==> src/rtl/cache_stats.sv <==
// Performance monitor for the 16-block direct-mapped cache. It classifies each retired
// access as a hit, compulsory miss or conflict miss, and keeps saturating counters plus a hit-rate window.
module cache_stats #(
    parameter int CNT_W  = 16,
    parameter int WINDOW = 16,
    parameter int WIN_W  = 5
) (
    input  logic             clk,
    input  logic             rst_n,
    input  logic             read,
    input  logic [10:0]      addr,
    input  logic             hit,
    input  logic             clear,
    output logic [CNT_W-1:0] access_cnt,
    output logic [CNT_W-1:0] hit_cnt,
    output logic [CNT_W-1:0] miss_cnt,
    output logic [CNT_W-1:0] comp_miss_cnt,
    output logic [CNT_W-1:0] conf_miss_cnt,
    output logic [CNT_W-1:0] cur_miss_run,
    output logic [CNT_W-1:0] max_miss_run,
    output logic [WIN_W-1:0] win_hits,
    output logic             win_valid
);

    logic             pend_q, pend_d;
    logic [3:0]       pend_idx_q, pend_idx_d;
    logic [15:0]      shadow_valid_q, shadow_valid_d;
    logic [CNT_W-1:0] access_cnt_q, access_cnt_d;
    logic [CNT_W-1:0] hit_cnt_q, hit_cnt_d;
    logic [CNT_W-1:0] miss_cnt_q, miss_cnt_d;
    logic [CNT_W-1:0] comp_miss_cnt_q, comp_miss_cnt_d;
    logic [CNT_W-1:0] conf_miss_cnt_q, conf_miss_cnt_d;
    logic [CNT_W-1:0] cur_miss_run_q, cur_miss_run_d;
    logic [CNT_W-1:0] max_miss_run_q, max_miss_run_d;
    logic [WIN_W-1:0] win_acc_q, win_acc_d;
    logic [WIN_W-1:0] win_acc_hits_q, win_acc_hits_d;
    logic [WIN_W-1:0] win_hits_q, win_hits_d;
    logic             win_valid_q, win_valid_d;

    logic             retire;
    logic [CNT_W-1:0] run_inc;
    logic [WIN_W-1:0] win_acc_nx, win_acc_hits_nx;

    // Tag and offset bits play no part in classification; only the index is tracked.
    logic unused_addr;
    assign unused_addr = ^{addr[10:8], addr[3:0]};

    function automatic logic [CNT_W-1:0] sat_inc(input logic [CNT_W-1:0] v);
        return (&v) ? v : v + CNT_W'(1);
    endfunction

    assign retire = pend_q;

    always_comb begin
        pend_d          = read;
        pend_idx_d      = addr[7:4];
        shadow_valid_d  = shadow_valid_q;
        access_cnt_d    = access_cnt_q;
        hit_cnt_d       = hit_cnt_q;
        miss_cnt_d      = miss_cnt_q;
        comp_miss_cnt_d = comp_miss_cnt_q;
        conf_miss_cnt_d = conf_miss_cnt_q;
        cur_miss_run_d  = cur_miss_run_q;
        max_miss_run_d  = max_miss_run_q;
        win_acc_d       = win_acc_q;
        win_acc_hits_d  = win_acc_hits_q;
        win_hits_d      = win_hits_q;
        win_valid_d     = 1'b0;
        run_inc         = sat_inc(cur_miss_run_q);
        win_acc_nx      = win_acc_q + WIN_W'(1);
        win_acc_hits_nx = win_acc_hits_q + {{(WIN_W-1){1'b0}}, hit};

        // The cache fills on every miss, even one whose count is discarded by clear.
        if (retire && !hit)
            shadow_valid_d[pend_idx_q] = 1'b1;

        if (clear) begin
            access_cnt_d    = '0;
            hit_cnt_d       = '0;
            miss_cnt_d      = '0;
            comp_miss_cnt_d = '0;
            conf_miss_cnt_d = '0;
            cur_miss_run_d  = '0;
            max_miss_run_d  = '0;
            win_acc_d       = '0;
            win_acc_hits_d  = '0;
            win_hits_d      = '0;
        end else if (retire) begin
            access_cnt_d = sat_inc(access_cnt_q);
            if (hit) begin
                hit_cnt_d      = sat_inc(hit_cnt_q);
                cur_miss_run_d = '0;
            end else begin
                miss_cnt_d     = sat_inc(miss_cnt_q);
                cur_miss_run_d = run_inc;
                max_miss_run_d = (run_inc > max_miss_run_q) ? run_inc : max_miss_run_q;
                if (shadow_valid_q[pend_idx_q])
                    conf_miss_cnt_d = sat_inc(conf_miss_cnt_q);
                else
                    comp_miss_cnt_d = sat_inc(comp_miss_cnt_q);
            end
            if (win_acc_nx == WIN_W'(WINDOW)) begin
                win_hits_d     = win_acc_hits_nx;
                win_valid_d    = 1'b1;
                win_acc_d      = '0;
                win_acc_hits_d = '0;
            end else begin
                win_acc_d      = win_acc_nx;
                win_acc_hits_d = win_acc_hits_nx;
            end
        end
    end

    always_ff @(posedge clk) begin
        if (!rst_n) begin
            pend_q          <= 1'b0;
            pend_idx_q      <= '0;
            shadow_valid_q  <= '0;
            access_cnt_q    <= '0;
            hit_cnt_q       <= '0;
            miss_cnt_q      <= '0;
            comp_miss_cnt_q <= '0;
            conf_miss_cnt_q <= '0;
            cur_miss_run_q  <= '0;
            max_miss_run_q  <= '0;
            win_acc_q       <= '0;
            win_acc_hits_q  <= '0;
            win_hits_q      <= '0;
            win_valid_q     <= 1'b0;
        end else begin
            pend_q          <= pend_d;
            pend_idx_q      <= pend_idx_d;
            shadow_valid_q  <= shadow_valid_d;
            access_cnt_q    <= access_cnt_d;
            hit_cnt_q       <= hit_cnt_d;
            miss_cnt_q      <= miss_cnt_d;
            comp_miss_cnt_q <= comp_miss_cnt_d;
            conf_miss_cnt_q <= conf_miss_cnt_d;
            cur_miss_run_q  <= cur_miss_run_d;
            max_miss_run_q  <= max_miss_run_d;
            win_acc_q       <= win_acc_d;
            win_acc_hits_q  <= win_acc_hits_d;
            win_hits_q      <= win_hits_d;
            win_valid_q     <= win_valid_d;
        end
    end

    assign access_cnt    = access_cnt_q;
    assign hit_cnt       = hit_cnt_q;
    assign miss_cnt      = miss_cnt_q;
    assign comp_miss_cnt = comp_miss_cnt_q;
    assign conf_miss_cnt = conf_miss_cnt_q;
    assign cur_miss_run  = cur_miss_run_q;
    assign max_miss_run  = max_miss_run_q;
    assign win_hits      = win_hits_q;
    assign win_valid     = win_valid_q;

endmodule

==> config.mk <==
export PLATFORM = sky130hd
export DESIGN_NAME = cache_stats
export DESIGN_NICKNAME = d
export VERILOG_FILES = /design/src/rtl/cache_stats.sv
export SDC_FILE = /design/constraint.sdc
export NUM_CORES = 1
export LEC_CHECK = 0
export CAP_MARGIN = 20
export CORE_ASPECT_RATIO = 1.25
export CORE_UTILIZATION = 45
export CTS_CLUSTER_SIZE = 40
export DETAILED_ROUTE_END_ITERATION = 6
export MAX_ROUTING_LAYER = met4
export PLACE_DENSITY = 0.7
export SLEW_MARGIN = 0
export SYNTH_ARGS = -nofsm -noshare
export SYNTH_HDL_FRONTEND = slang
export SYNTH_SLANG_ARGS = --single-unit
==> constraint.sdc <==
create_clock -name clk -period 9.3 [get_ports clk]
set_input_delay 1.86 -clock clk [delete_from_list [all_inputs] [get_ports clk]]
set_output_delay 1.86 -clock clk [all_outputs]
set_load 0.005 [all_outputs]
==> metrics.cfg <==
[clocking]
numCtsBuffers = 17
numClockSinks = 149
clkLatencyLatePin_ns = 0.42
cts_root_buf = clkbuf_16
cts_setup_buffers = 0
clockBufferDepth = 2
cts.repair.resized = 0
cts-htree-levels = 4
clk_pin_slew_ns = 0.06
cts_hold_buf = 0
cts_tree = yes

[route]
via_per_inst = 5.67
drcViolationCount = 0
routed_wl_um = 18500
drt_pre_antenna_iters = 4
wl_per_cell_um = 15.1
vias = 6943
ant_nets = 0
drt-initial-drc-count = 393

[layout]
fill_cells = 1502
design_area_um2 = 9680
post-route-util = 0.590
multi_input_area_um2 = 4400
mostFrequentLayoutCell = dfxtp_1
drive_above_1_share = 0.0714
syn2layout_area_growth_pct = 26.5
layout_common_cells = 149 x dfxtp_1, 126 x clkdlybuf4s50_1, 75 x nand2_1, 72 x nor2_1, 55 x a21oi_1
num_antenna_cells = 0
nets = 1037
stdcell_count = 1224
ff_latch_area_um2 = 2980

[die]
io_pins = 134
design.die.area_um2 = 17500
start_util = 0.467
die_y_um = 148
die_w_um = 119
core_area_um2 = 16400
rows = 52

[global_route]
grt_pass1_wl_um = 30600
grt_antenna_before_repair = 0
grt_overflow = 0
grt_max_degree = 62
grt_pass1_vias = 6305
grt_use_total = 0.220

[critical_path]
path_cells = nand4_1 > nor4_1 > buf_4 > nor4b_1 > or2_2 > ha_1 > nand4_1 > nor3_1 > o21ai_0 > a31oi_2 > buf_4 > mux2_2
cp_max_fo = 13
critical_path_buf_inv_count = 2
rr_startpoint = cur_miss_run[3]
required_ns = 9.61
crit_family = simple AND/OR/NAND/NOR gates
cp.arrival_ns = 4.89
cpMaxStageDelayCell = nor4_1
crit_start = cur_miss_run[3]
max_stage_delay_ns = 0.74
path_class = register to register
end_kind = register
start_kind = register

[worst_hold_path]
hp-start = shadow_valid_q[15]
hold_path_class = register to register

[pwr]
ir_drop_mv = 0.105
powerDensity_nw_per_um2 = 144
design_power_total_mw = 1.39
p_leak_nw = 3.25

[place]
gp_congestion = 0.809
place_area_um2 = 9080
dpl.hpwl_um = 12600
port_buffers = 126
dp.cells = 1193
preCtsSetupSlack_ns = 4.70

[synthesis]
synth_enable_flop_cells = 0
yosys_warnings = 0
syn_area_um2 = 7650
ys_async_sr_fraction = 0
ys_ff_latch = 149
synth.avg_cell_area_um2 = 8.62
yosys.cell_types.count = 63
syn_nets = 928
seq_area_frac_synth = 0.390
synthFlopType = dfxtp_1
postSynthCellCount = 887

[sta]
whs_ns = 0.463
timing.setup.tns_ns = 0
slew_headroom = 0.318
worst_pin_slew_ns = 1.02
drv_slew = 0
period_needed_ns = 4.59
finalSetupViolCount = 0
fmax_ghz = 0.218
final-hold-violation-count = 0
fin_ws_ns = 4.71
skew_ns = 0.00496
rsz0062_at_grt = no
period_share = 0.493

[run_status]
status = finished clean

[flow_run]
cap_violations = 0

per-layer routing:
metal / vias to the layer above / global-route usage / wire length [µm]
li1: 3475 / - / -
met1: 3277 / 0.272 / 8480
met2: 165 / 0.356 / 8800
met3: 26 / 0.0482 / 915
met4: 0 / 0.0741 / 263
met5: - / - / 0
registers in the layout (all words and copies together), names as in the netlist:
register and cells:
win_hits 5, access_cnt 16, hit_cnt 16, shadow_valid_q 16, miss_cnt 16, win_acc_hits_q 5, max_miss_run 16, win_valid 1
conf_miss_cnt 16, pend_q 1, win_acc_q 5, comp_miss_cnt 16, pend_idx_q 4, cur_miss_run 16
area by class of cell:
class                      count  share of cell area
timing repair buffer         135               0.137
clock buffer                  19              0.0458
sequential                   149               0.308
inverter                      27              0.0105
tap                          216              0.0279
clock inverter                12              0.0160
multi-input combinational    666               0.454
kinds of logic after synthesis:
family | after synthesis | share of synthesized area
simple gates | 372 | 0.261
compound gates | 187 | 0.159
mux | 36 | 0.0579
fa+ha+maj | 25 | 0.0409
buf+inv | 72 | 0.0383
flops | 149 | 0.390
xor+xnor | 46 | 0.0527
synth_stat cells, drive strengths merged (2+ instances only):
master	instances	share of area
a21o	6	0.0059
a21oi	55	0.036
a22o	7	0.0080
a22oi	5	0.0056
a31oi	8	0.0065
a41oi	2	0.0023
and2	17	0.014
and3	14	0.011
and4	10	0.011
buf	11	0.0083
clkbuf	34	0.017
dfxtp	149	0.39
ha	25	0.041
inv	27	0.013
mux2	7	0.011
mux2i	24	0.031
mux4	5	0.016
nand2	75	0.037
nand2b	11	0.0090
nand3	28	0.018
nand3b	2	0.0020
nand4	32	0.026
nor2	72	0.035
nor2b	20	0.016
nor3	20	0.013
nor3b	4	0.0039
nor4	15	0.014
nor4b	5	0.0065
o2111ai	6	0.0069
o211ai	13	0.013
o21a	5	0.0049
o21ai	41	0.027
o311ai	2	0.0023
o31a	4	0.0046
o31ai	19	0.019
o41ai	5	0.0067
or2	11	0.0090
or3	11	0.0090
or4	23	0.023
xnor2	14	0.016
xor2	32	0.037
final timing paths:
kind	to	slack [ns]	cells past startpoint
worst max-delay path	max_miss_run[0]	4.71	12
worst max register to register	max_miss_run[0]	4.71	12
worst min register to register	shadow_valid_q[15]	0.46	1
worst min-delay path	shadow_valid_q[15]	0.46	1
power breakdown:
part / total (mW) / internal, mW / switching, mW
clock: 0.699 / 0.428 / 0.272
combinational: 0.0441 / 0.0160 / 0.0282
sequential: 0.646 / 0.641 / 0.00463
No activity file was read; power rests on OpenSTA's default activity.
